===== src/rtl/onset_det_pkg.sv =====
// Shared definitions for the analysis blocks: sample width, onset FSM
// encoding and the saturating rectifier.
package onset_det_pkg;

  localparam int BITS = 16;

  typedef logic [BITS-1:0] level_t;

  localparam logic [0:0] ST_IDLE   = 1'b0;
  localparam logic [0:0] ST_ACTIVE = 1'b1;

  // |x| for a two's complement sample; the most-negative code saturates to max positive.
  function automatic level_t sat_abs(input level_t x);
    if (x == {1'b1, {(BITS-1){1'b0}}})
      return {1'b0, {(BITS-1){1'b1}}};
    else if (x[BITS-1])
      return -x;
    else
      return x;
  endfunction

endpackage


===== src/rtl/onset_det_env_follow.sv =====
// Rectifier plus asymmetric attack/release envelope follower.
// o_level_next is the value the level register takes on the next ena cycle.
module env_follow
  import onset_det_pkg::*;
#(
  parameter int ATTACK_SHIFT  = 2,
  parameter int RELEASE_SHIFT = 8
) (
  input  logic            i_clk,
  input  logic            i_rst,
  input  logic            i_ena,
  input  logic [BITS-1:0] i_sample_in,
  output logic [BITS-1:0] o_level_next,
  output logic [BITS-1:0] o_level
);

  localparam logic [BITS:0] ONE_X = {{BITS{1'b0}}, 1'b1};

  logic [BITS-1:0] r_level;
  logic [BITS:0]   w_mag_x;
  logic [BITS:0]   w_lvl_x;
  logic [BITS:0]   w_diff;
  logic [BITS:0]   w_step;
  logic [BITS:0]   w_next_x;

  assign w_mag_x = {1'b0, sat_abs(i_sample_in)};
  assign w_lvl_x = {1'b0, r_level};

  // Minimum step of 1 so the follower lands exactly on the magnitude.
  always_comb begin
    w_diff   = '0;
    w_step   = '0;
    w_next_x = w_lvl_x;
    if (w_mag_x > w_lvl_x) begin
      w_diff   = w_mag_x - w_lvl_x;
      w_step   = w_diff >> ATTACK_SHIFT;
      if (w_step == '0) w_step = ONE_X;
      w_next_x = w_lvl_x + w_step;
    end else if (w_mag_x < w_lvl_x) begin
      w_diff   = w_lvl_x - w_mag_x;
      w_step   = w_diff >> RELEASE_SHIFT;
      if (w_step == '0) w_step = ONE_X;
      w_next_x = w_lvl_x - w_step;
    end
  end

  assign o_level_next = w_next_x[BITS] ? {BITS{1'b1}} : w_next_x[BITS-1:0];
  assign o_level      = r_level;

  always_ff @(posedge i_clk) begin
    if (i_rst)
      r_level <= '0;
    else if (i_ena)
      r_level <= o_level_next;
  end

endmodule


===== src/rtl/onset_det.sv =====
// Hysteresis onset detector: fires a one-clock trigger when the envelope
// crosses the on threshold and holds gate for at least HOLDOFF+1 ena cycles.
//
// state  | meaning
// IDLE   | waiting for levelNext >= on threshold
// ACTIVE | gate high; holdoff running, then waiting for levelNext < off threshold
module onset_det
  import onset_det_pkg::*;
#(
  parameter int ATTACK_SHIFT  = 2,
  parameter int RELEASE_SHIFT = 8,
  parameter int HOLDOFF       = 1000
) (
  input  logic            i_clk,
  input  logic            i_rst,
  input  logic            i_ena,
  input  logic [BITS-1:0] i_sample_in,
  input  logic [BITS-1:0] i_thresh_on,
  input  logic [BITS-1:0] i_thresh_off,
  output logic            o_trigger,
  output logic            o_gate,
  output logic [BITS-1:0] o_level
);

  localparam int CW = (HOLDOFF < 1) ? 1 : $clog2(HOLDOFF + 1);

  logic [0:0]      r_state;
  logic [CW-1:0]   r_cnt;
  logic            r_trig;
  logic [BITS-1:0] w_level_next;
  logic [BITS-1:0] w_thresh_off_eff;

  env_follow #(
    .ATTACK_SHIFT  (ATTACK_SHIFT),
    .RELEASE_SHIFT (RELEASE_SHIFT)
  ) u_follow (
    .i_clk        (i_clk),
    .i_rst        (i_rst),
    .i_ena        (i_ena),
    .i_sample_in  (i_sample_in),
    .o_level_next (w_level_next),
    .o_level      (o_level)
  );

  assign w_thresh_off_eff = (i_thresh_off < i_thresh_on) ? i_thresh_off : i_thresh_on;

  always_ff @(posedge i_clk) begin
    if (i_rst) begin
      r_state <= ST_IDLE;
      r_cnt   <= '0;
      r_trig  <= 1'b0;
    end else begin
      r_trig <= 1'b0;
      if (i_ena) begin
        case (r_state)
          ST_IDLE: begin
            if (w_level_next >= i_thresh_on) begin
              r_state <= ST_ACTIVE;
              r_cnt   <= CW'(HOLDOFF);
              r_trig  <= 1'b1;
            end
          end
          default: begin
            // No retrigger while active; only the release path is considered.
            if (r_cnt != '0)
              r_cnt <= r_cnt - CW'(1);
            else if (w_level_next < w_thresh_off_eff)
              r_state <= ST_IDLE;
          end
        endcase
      end
    end
  end

  assign o_trigger = r_trig;
  assign o_gate    = (r_state == ST_ACTIVE);

endmodule


===== config.mk =====
export PLATFORM = sky130hd
export DESIGN_NAME = onset_det
export DESIGN_NICKNAME = d
export VERILOG_FILES = /design/src/rtl/onset_det_pkg.sv /design/src/rtl/onset_det_env_follow.sv /design/src/rtl/onset_det.sv
export SDC_FILE = /design/constraint.sdc
export NUM_CORES = 1
export LEC_CHECK = 0
export CAP_MARGIN = 20
export CORE_ASPECT_RATIO = 0.8
export CORE_UTILIZATION = 35
export CTS_CLUSTER_DIAMETER = 50
export DETAILED_ROUTE_END_ITERATION = 6
export RECOVER_POWER = 100
export SKIP_CTS_REPAIR_TIMING = 1
export SYNTH_ARGS = -nofsm -noshare
export SYNTH_HDL_FRONTEND = slang
export SYNTH_SLANG_ARGS = --single-unit

===== constraint.sdc =====
create_clock -name i_clk -period 13.09 [get_ports i_clk]
set_clock_uncertainty 0.2 [all_clocks]
set_input_delay 2.618 -clock i_clk [delete_from_list [all_inputs] [get_ports i_clk]]
set_output_delay 2.618 -clock i_clk [all_outputs]
set_load 0.05 [all_outputs]

==> metrics.md, run 1 <==
| Metric | Value |
|---|---|
| Run status | finished, final reports clean |
| CTS tree | yes |
| Die Ht | roughly 120 um |
| # port buffers | between 60 and 70 |
| Worst Hold Class | register to register |
| Max_slew headroom | 32.4% |
| CP Capture Type | register |
| Yosys warnings | 0 |
| Total number of vias | about 5.7k |
| Synth Net Count | approximately 960 |
| # DRC | 0 |
| Number of I/O pins | 69 |
| Largest net degree at the start of global routing | 32 |
| Synth area leader | ha_1 |
| Final nets | roughly 1.0k |
| Post-synth top area share | around 22% |
| Post-Synthesis Cells | approximately 800 |
| RD Place Congestion | between 0.9 and 1 |
| Crit-path max FO | 17 |
| Maxcap violations | 0 |
| Final instance area | 6780 um^2 |
| Synth unique cells | 81 |
| Routed Antenna Nets | 0 |
| Ys flop type | dfxtp_1 |
| CTS Buffer Depth | 2 |
| Iter 0 DRT Violations | 365 |
| Post-DR wirelength/cell | 15.1 um |
| CTS H-Tree Depth | 1 |
| Async SR Flop Fraction | 0% |
| Worst Path Required | 13,000 ps |
| DIE AREA | 17,100 um^2 |
| Post-synthesis sequential area ratio | around a tenth |
| Count of final setup violators | 0 |
| Tcrit/Tclk final | 92.8% |
| RSZ-0062 raised after global routing | false |
| Fmax | roughly 0.082 GHz |
| Routed WL | 16,100 um |
| Non-Filler Instances | ~1.1k |
| Crit Path Class | primary input to register |
| First-pass GRT wire length | between 20,000 and 30,000 um |
| Via/cell ratio | between 5 and 6 |
| Core area | about 16,000 um^2 |
| Clock root buffer | clkbuf_16 |
| Synth Cell Area | ~5800 um^2 |
| Placed inst area | ~6700 um^2 |
| Worst EP arrival | around 12,000 ps |
| FILL cells | ~1.6k |
| CTS Buf Count | 3 |
| Commonest non-fill, non-tap cell in the layout | ha_1 |
| TritonCTS Sinks | 28 |
| Clock latency at the later pin of the worst-skew pair | 270 ps |
| Placed cell count | between 1k and 1.5k |
| CP max stage delay | 610 ps |
| Final hold vios | 0 |
| Vias in the first global route | ~5k |
| Dpl hpwl | between 10,000 and 15,000 um |
| EDFF count, synth | 0 |
| Setup TNS | 0 ps |
| Initial Util | approximately 36% |
| Die width | between 100 and 150 um |
| Commonest cells after routing, fill and taps aside | ha_1 (104), nor2_1 (88), nand2_1 (74) |
| Antenna cells | 0 |
| Syn-to-layout area delta | 17.0% |
| Worst-Margin Slew | ~1000 ps |
| Global-route usage over all layers | a little under a fifth |
| CTS clk-pin slew, worst paths | approximately 70 ps |
| FF+latch count, synth | 28 |
| GRT Residual Overflow | 0 |
| Initial antenna violation count | 0 |
| Slowest stage cell, crit path | nor2_1 |
| Fraction of layout cells with a size suffix above 1 | under 10% |
| Hold WS | 285 ps |
| Top cells by area, synth | ha_1 (22%), dfxtp_1 (9.7%), nor2_1 (5.7%), a21oi_1 (5.5%), nand2_1 (4.8%) |
| Rows | a little over 40 |
| Min cycle time layout | roughly 12,000 ps |
| Startpoint class of the critical path | primary input |
| Syn Area/Cell | 7.25 um^2 |
| Pre-antenna DRT Iters | 5 |
| Pins over their slew limit | 0 |
-- worst paths after layout --
path,startpoint,end,slack (ps),cells past startpoint
max,i_sample_in[1],r_cnt[1],940,40
min,r_cnt[0],r_cnt[0],290,2
max reg2reg,u_follow.o_level[9],r_cnt[1],4490,30
min reg2reg,r_cnt[0],r_cnt[0],290,2
-- cell usage after synthesis, types with 3 or more instances --
master and count:
a2111oi_0 4, a211oi_1 12, a21o_1 24, a21oi_1 64, a311oi_1 7, a31oi_1 7, and2_1 5, and3_1 4
buf_1 4, buf_2 6, clkbuf_1 12, dfxtp_1 28, ha_1 104, inv_1 66, mux2_2 3, mux2i_1 8
nand2_1 74, nand2b_1 17, nand3_1 12, nand3b_1 4, nand4_1 14, nor2_1 88, nor2b_1 8, nor3_1 30
nor4_1 5, nor4b_1 3, o211a_1 3, o211ai_1 5, o21a_1 12, o21ai_0 30, o21bai_1 4, o31a_1 4
o31ai_1 6, or3_1 9, or4_1 3, xnor2_1 26, xor2_1 29
-- flip-flops by register name (all words and copies together) (netlist names) --
signal / count
u_follow.o_level: 16
r_cnt: 10
o_gate: 1
o_trigger: 1
-- critical path: cells and delay by family --
family,cells,cell delay (ps)
adders and majority gates,5,1720
AOI/OAI and AO/OA,14,3330
buffers and inverters,5,870
xor gates and xnor gates,1,160
and+or+nand+nor,15,3310
-- final cells by class --
type	count	area, um^2	share of cell area, %
clock inverter	1	30.0	0.443
multi-input combinational	682	4880	72.1
timing repair buffer	72	711	10.5
sequential	28	561	8.27
tap	215	269	3.97
inverter	66	248	3.66
clock buffer	3	75.1	1.11
-- metrics by stage --
step,util (%),setup WS [ps]
after floorplan,-,3440
after global placement,41.8,790
after detailed placement,41.8,830
after CTS,42.5,1080
after global routing,42.5,147
final,42.5,943
-- cell families after synthesis --
group | after synthesis | share of synthesized area [%]
mux | 11 | 1.97
fa+ha+maj | 106 | 23.2
buf+inv | 89 | 5.96
xor+xnor | 55 | 8.32
compound gates | 219 | 26.1
simple gates | 291 | 24.8
flops | 28 | 9.68
-- layer usage --
metal  wire, um  GRT usage [%]  up-vias
met5          0              0        -
met2       6890           29.4      131
met4          8          0.842        0
li1           -              -     3002
met3        788           2.48        2
met1       8420           28.4     2600
Power of run 1 is not shown: default switching activity piles up to over one toggle a cycle in this logic, so the estimate is an artifact.
==> inputs of run 2 (changes only) <==
--- a/config.mk
+++ b/config.mk
@@ -5,7 +5,6 @@
 export SDC_FILE = /design/constraint.sdc
 export NUM_CORES = 1
 export LEC_CHECK = 0
-export CAP_MARGIN = 20
 export CORE_ASPECT_RATIO = 0.8
 export CORE_UTILIZATION = 35
 export CTS_CLUSTER_DIAMETER = 50
@@ -14,4 +13,5 @@
 export SKIP_CTS_REPAIR_TIMING = 1
 export SYNTH_ARGS = -nofsm -noshare
 export SYNTH_HDL_FRONTEND = slang
+export SYNTH_HIERARCHICAL = 1
 export SYNTH_SLANG_ARGS = --single-unit
==> run 2 against run 1 <==
Wire length up 1.5%. Hold slack better by 35 ps. Clock-buffer cell count unchanged. Synthesized cell count is 3.3% lower. Global-route usage fell by 0.11 points. Setup slack better by 77 ps.
==> metrics.md, run 2 <==
| Metric | Value |
|---|---|
| Largest net degree at the start of global routing | 37 (+16%) |
| Pins over their slew limit | 0 (unchanged) |
| Worst-Margin Slew | 1090 ps (+77.5 ps) |
| Top cells by area, synth | ha_1 (22%), dfxtp_1 (9.5%), inv_1 (4.7%), xnor2_1 (4.2%), nand2_1 (4.2%) |
| Dpl hpwl | 13,500 um (-0.40%) |
| Met3 WL | 814 um (+3.3%) |
| Register area | 561 um^2 (unchanged) |
| Multi-input logic area | 4910 um^2 (+0.59%) |
| Met2 WL post-DR | 6620 um (-3.9%) |
| Slowest stage cell, crit path | nor3b_1 |
| Max layer used | met4 |
| Max FFs per register | 16 (unchanged) |
| CP max stage delay | 640 ps (+30 ps) |
| Fmax | 0.0829 GHz (+0.64%) |
| Setup ws final | 1020 ps (+76.8 ps) |
| Placed cell count | 1,038 (-2.4%) |
| Top cells by count, synth | ha_1 (104), inv_1 (74), nand2_1 (65) |
| Clock latency at the later pin of the worst-skew pair | 270 ps (about the same) |
| Leading cell type by number of instances after synthesis | ha_1 |
| Synth unique cells | 84 (+3.7%) |
| Syn-to-layout area delta | 16.4% |
| Place WS | 1130 ps (+303 ps) |
| Total number of vias | 5,718 (-0.30%) |
| Core area | 16,100 um^2 (+0.96%) |
| Ys flop type | dfxtp_1 |
| Synth Net Count | 930 (-2.7%) |
| Post-synth top area share | 22.2% (-0.32 points) |
| Vias in the first global route | 5,087 (-0.88%) |
| Worst hold start | r_cnt[4] |
| Startpoint class of the critical path | primary input |
| TritonCTS Sinks | 28 (unchanged) |
| Worst EP arrival | 12,070 ps (about the same) |
| Global-route usage over all layers | 18.7% (-0.11 points) |
| Most numerous cell on the critical path | ha_1 |
| Commonest cells after routing, fill and taps aside | ha_1 (104), inv_1 (74), nand2_1 (65) |
| Worst Hold Class | register to register |
| Synth Cell Area | 5870 um^2 (+1.4%) |
| Rows | 41 (unchanged) |
| Antenna cells | 0 (unchanged) |
| CTS Buf Count | 3 (unchanged) |
| First-pass GRT wire length | 26,600 um (+2.0%) |
| Final hold vios | 0 (unchanged) |
| Clock root buffer | clkbuf_16 |
| Metal-1 WL | 8880 um (+5.4%) |
| R2R setup slack | 4870 ps (+380 ps) |
| Die Ht | 118 um (+0.70%) |
| Fraction of layout cells with a size suffix above 1 | 5.20% (+1.6 points) |
| RSZ-0062 raised after global routing | false |
| # port buffers | 68 (unchanged) |
| Initial Util | 36.5% (+0.17 points) |
| Number of I/O pins | 69 (unchanged) |
| Reg2reg end | r_cnt[9] |
| Worst Path Required | 13,090 ps (+90 ps) |
| Via/cell ratio | 5.49 (+2.1%) |
| Hold EP | r_cnt[4] |
| Setup TNS | 0 ps (unchanged) |
| Tcrit/Tclk final | 92.2% (-0.59 points) |
| Maxcap violations | 0 (unchanged) |
| Iter 0 DRT Violations | 421 (+15%) |
| Pre-antenna DRT Iters | 5 (unchanged) |
| FILL cells | 1,674 (+2.4%) |
| Syn Area/Cell | 7.60 um^2 (+4.8%) |
| DIE AREA | 17,300 um^2 (+1.4%) |
| CP Capture Type | register |
| Crit Path Class | primary input to register |
| Run status | finished, final reports clean |
| Routed Antenna Nets | 0 (unchanged) |
| Non-Filler Instances | 1,042 (-2.3%) |
| FF+latch count, synth | 28 (unchanged) |
| Commonest non-fill, non-tap cell in the layout | ha_1 |
| Worst R2R Path Depth | 27 (-10%) |
| Async SR Flop Fraction | 0% (unchanged) |
| Count of final setup violators | 0 (unchanged) |
| Final nets | 985 (-2.5%) |
| Die width | 147 um (+0.70%) |
| Post-synthesis sequential area ratio | 9.54% (-0.14 points) |
| RD Place Congestion | 0.872 (-8.0%) |
| # DRC | 0 (unchanged) |
| Initial antenna violation count | 0 (unchanged) |
| Post-Synthesis Cells | 773 (-3.3%) |
| CTS Buffer Depth | 2 (unchanged) |
| Post-DR wirelength/cell | 15.7 um (+3.9%) |
| Crit-path max FO | 29 (+12) |
| Hold path cells | 2 (unchanged) |
| FF-to-FF Start | u_follow/o_level[9] |
| CTS clk-pin slew, worst paths | 80 ps (about the same) |
| Synth area leader | ha_1 |
| Routed WL | 16,300 um (+1.5%) |
| Yosys warnings | 6 (+6) |
| CTS tree | yes |
| Min cycle time layout | 12,070 ps (-76.8 ps) |
| CTS H-Tree Depth | 1 (unchanged) |
| GRT Residual Overflow | 0 (unchanged) |
| Max_slew headroom | 27.4% (-5.0 points) |
| EDFF count, synth | 0 (unchanged) |
## run 2: stage by stage
| stage | hold WS, ps | area (um^2) | utilization, % |
|---|---|---|---|
| 6_report | 320 | 6840 | 42.5 |
| 5_1_grt | 366 | 6840 | 42.5 |
| 4_1_cts | 312 | 6850 | 42.5 |
| 3_5_place_dp | 301 | 6740 | 41.9 |
| 3_3_place_gp | 295 | 6740 | 41.9 |
| 2_1_floorplan | 264 | 5870 | - |
## run 2: worst max path at each step
| stage | start | endpoint | slack, ps | depth (start not counted) |
|---|---|---|---|---|
| after detailed placement | i_sample_in[1] | r_cnt[9] | 1130 | 35 |
| after CTS | i_sample_in[1] | r_cnt[9] | 1370 | 35 |
| after global placement | i_sample_in[0] | r_cnt[9] | 1150 | 35 |
| after global routing | i_sample_in[0] | r_cnt[9] | 220 | 34 |
| final | i_sample_in[1] | r_cnt[9] | 1020 | 34 |
| after floorplan | i_sample_in[0] | r_cnt[9] | 3080 | 37 |
## run 2: logic make-up (layout without fill, tap and decap cells)
kind of cell | after synthesis | in the layout | share of synthesized area (%)
flip-flops | 28 | 28 | 9.54
multiplexers | 21 | 21 | 3.62
AO/OA/AOI/OAI | 235 | 235 | 28.8
adder cells (fa/ha/maj) | 106 | 106 | 22.8
AND/OR/NAND/NOR | 237 | 237 | 21.2
XOR/XNOR | 49 | 49 | 7.31
buffers and inverters | 97 | 151 | 6.71
## run 2: routing by layer
| metal | GRT usage, % | vias to the layer above |
|---|---|---|
| met5 | 0 | - |
| met4 | 1.11 | 0 |
| met3 | 2.56 | 2 |
| met2 | 27.1 | 130 |
| met1 | 29.6 | 2599 |
| li1 | - | 2987 |
## run 2: final cells by class
| class | count | area share, % |
|---|---|---|
| Timing Repair Buffer | 72 | 10.4 |
| Inverter | 75 | 4.12 |
| Sequential cell | 28 | 8.20 |
| Clock inverter | 1 | 0.439 |
| Multi-Input combinational cell | 648 | 71.8 |
| Clock buffer | 3 | 1.10 |
| Tap cell | 215 | 3.93 |
## run 2: worst max-delay path: cells and delay by family
family / cells / cell delay (ps)
xor+xnor: 1 / 320
simple gates: 12 / 3110
buf+inv: 3 / 800
compound gates: 13 / 3740
fa+ha+maj: 5 / 1460
Power of run 2 is left out for the same reason.
==> inputs of run 3 (changes only) <==
--- a/config.mk
+++ b/config.mk
@@ -6,10 +6,12 @@
 export NUM_CORES = 1
 export LEC_CHECK = 0
 export CORE_ASPECT_RATIO = 0.8
-export CORE_UTILIZATION = 35
+export CORE_UTILIZATION = 45
 export CTS_CLUSTER_DIAMETER = 50
 export DETAILED_ROUTE_END_ITERATION = 6
+export PLACE_DENSITY = 0.66
 export RECOVER_POWER = 100
+export SETUP_SLACK_MARGIN = 0.5
 export SKIP_CTS_REPAIR_TIMING = 1
 export SYNTH_ARGS = -nofsm -noshare
 export SYNTH_HDL_FRONTEND = slang
==> run 3 against run 2 <==
Core utilization rose by 12 points. Non-clock buffer count rose by 2. Wire length rose by 2.9%. Final area fell by 0.49%. First-iteration DRC count rose by 15%. Die area fell by 22%. Highest routed layer unchanged.
==> metrics.md, run 3 (synthesized netlist as in run 2, its figures left out) <==
| Metric | Value |
|---|---|
| Run status | finished, final reports clean |
| Final nets | 987 (+0.20%) |
| Register area | 561 um^2 (unchanged) |
| Number of I/O pins | 69 (unchanged) |
| Iter 0 DRT Violations | 485 (+15%) |
| Worst-Margin Slew | 1020 ps (-70.7 ps) |
| Rows | 36 (-12%) |
| Antenna cells | 0 (unchanged) |
| Routed WL | 16,800 um (+2.9%) |
| Slowest stage cell, crit path | o41ai_1 |
| Commonest non-fill, non-tap cell in the layout | ha_1 |
| GRT Residual Overflow | 0 (unchanged) |
| Fraction of layout cells with a size suffix above 1 | 5.55% (+0.35 points) |
| Core area | 12,400 um^2 (-23%) |
| Die Ht | 104 um (-12%) |
| Max_slew headroom | 32.1% (+4.7 points) |
| Count of final setup violators | 0 (unchanged) |
| Via/cell ratio | 5.90 (+7.6%) |
| FILL cells | 1,195 (-29%) |
| Routed Antenna Nets | 0 (unchanged) |
| RD Place Congestion | 0.921 (+5.5%) |
| First-pass GRT wire length | 27,800 um (+4.4%) |
| RSZ-0062 raised after global routing | false |
| CTS tree | yes |
| Commonest cells after routing, fill and taps aside | ha_1 (104), inv_1 (74), nand2_1 (65) |
| Total number of vias | 5,904 (+3.3%) |
| Min cycle time layout | 11,870 ps (-205 ps) |
| Max FFs per register | 16 (unchanged) |
| CP max stage delay | 640 ps (about the same) |
| Global-route usage over all layers | 25.4% (+6.8 points) |
| Fmax | 0.0843 GHz (+1.7%) |
| CTS Buffer Depth | 2 (unchanged) |
| Dpl hpwl | 13,900 um (+2.4%) |
| Largest net degree at the start of global routing | 37 (unchanged) |
| Crit-path max FO | 13 (-55%) |
| Initial antenna violation count | 0 (unchanged) |
| Crit Path Class | primary input to register |
| Setup TNS | 0 ps (unchanged) |
| # port buffers | 68 (unchanged) |
| Clock root buffer | clkbuf_16 |
| Top Family by Delay on Critical Path | compound AO/OA/AOI/OAI gates |
| TritonCTS Sinks | 28 (unchanged) |
| DIE AREA | 13,500 um^2 (-22%) |
| Maxcap violations | 0 (unchanged) |
| Non-Filler Instances | 1,000 (-4.0%) |
| Clock latency at the later pin of the worst-skew pair | 270 ps (about the same) |
| Die width | 130 um (-12%) |
| Multi-input logic area | 4920 um^2 (+0.13%) |
| Vias in the first global route | 5,546 (+9.0%) |
| Syn-to-layout area delta | 15.8% |
| CP Capture Type | register |
| Worst Path Required | 13,080 ps (about the same) |
| CTS Buf Count | 3 (unchanged) |
| Startpoint class of the critical path | primary input |
| Most numerous cell on the critical path | ha_1 |
| Worst Hold Class | register to register |
| CTS clk-pin slew, worst paths | 70 ps (about the same) |
| Pins over their slew limit | 0 (unchanged) |
| Post-DR wirelength/cell | 16.8 um (+7.3%) |
| Pre-antenna DRT Iters | 5 (unchanged) |
| Worst EP arrival | 11,860 ps (-210 ps) |
| Placed cell count | 996 (-4.0%) |
| # DRC | 0 (unchanged) |
| Buf/Inv on CP | 2 (-1) |
| Initial Util | 47.3% (+11 points) |
| Tcrit/Tclk final | 90.6% (-1.6 points) |
| Final core occ | 54.7% (+12 points) |
| CTS H-Tree Depth | 1 (unchanged) |
| Final hold vios | 0 (unchanged) |
[run 3: cell types whose count changed in the layout (fill, tap and decap cells not counted), sizes merged]
cell,delta
buf,+2
[run 3: layout make-up]
type / count / share of cell area [%]
clock buffers: 3 / 1.10
clock inverters: 1 / 0.441
inverters: 75 / 4.14
multi-input cells: 648 / 72.3
flip-flops and latches: 28 / 8.24
well taps: 171 / 3.14
repair buffers: 74 / 10.7
[run 3: per-stage QoR]
| step | setup WS (ps) | hold slack (ps) | area (um^2) |
|---|---|---|---|
| after detailed placement | 1110 | 307 | 6700 |
| final | 1220 | 324 | 6810 |
| after floorplan | 3080 | 264 | 5870 |
| after global placement | 1210 | 288 | 6700 |
| after global routing | 391 | 356 | 6810 |
| after CTS | 1340 | 317 | 6810 |
[run 3: final timing paths]
check	startpoint	to	slack, ps	cells after the start
worst min register to register	r_cnt[4]	r_cnt[4]	320	2
worst max-delay path	i_sample_in[0]	r_cnt[9]	1220	33
worst max register to register	u_follow/o_level[9]	r_cnt[9]	5110	26
worst min-delay path	r_cnt[4]	r_cnt[4]	320	2
[run 3: layer usage]
metal | part of all wire, % | vias to the layer above | global-route usage (%)
met2 | 41 | 171 | 36.9
li1 | - | 2997 | -
met5 | 0 | - | 0
met4 | 0.61 | 0 | 3.65
met1 | 53 | 2724 | 39.6
met3 | 5.4 | 12 | 3.55
[run 3: tightest hold or removal path, stage by stage, from the launching register on]
cell,delay [ps]
dfxtp_1,340
o21ai_0,80
a21oi_1,60
Power of run 3 is left out for the same reason.
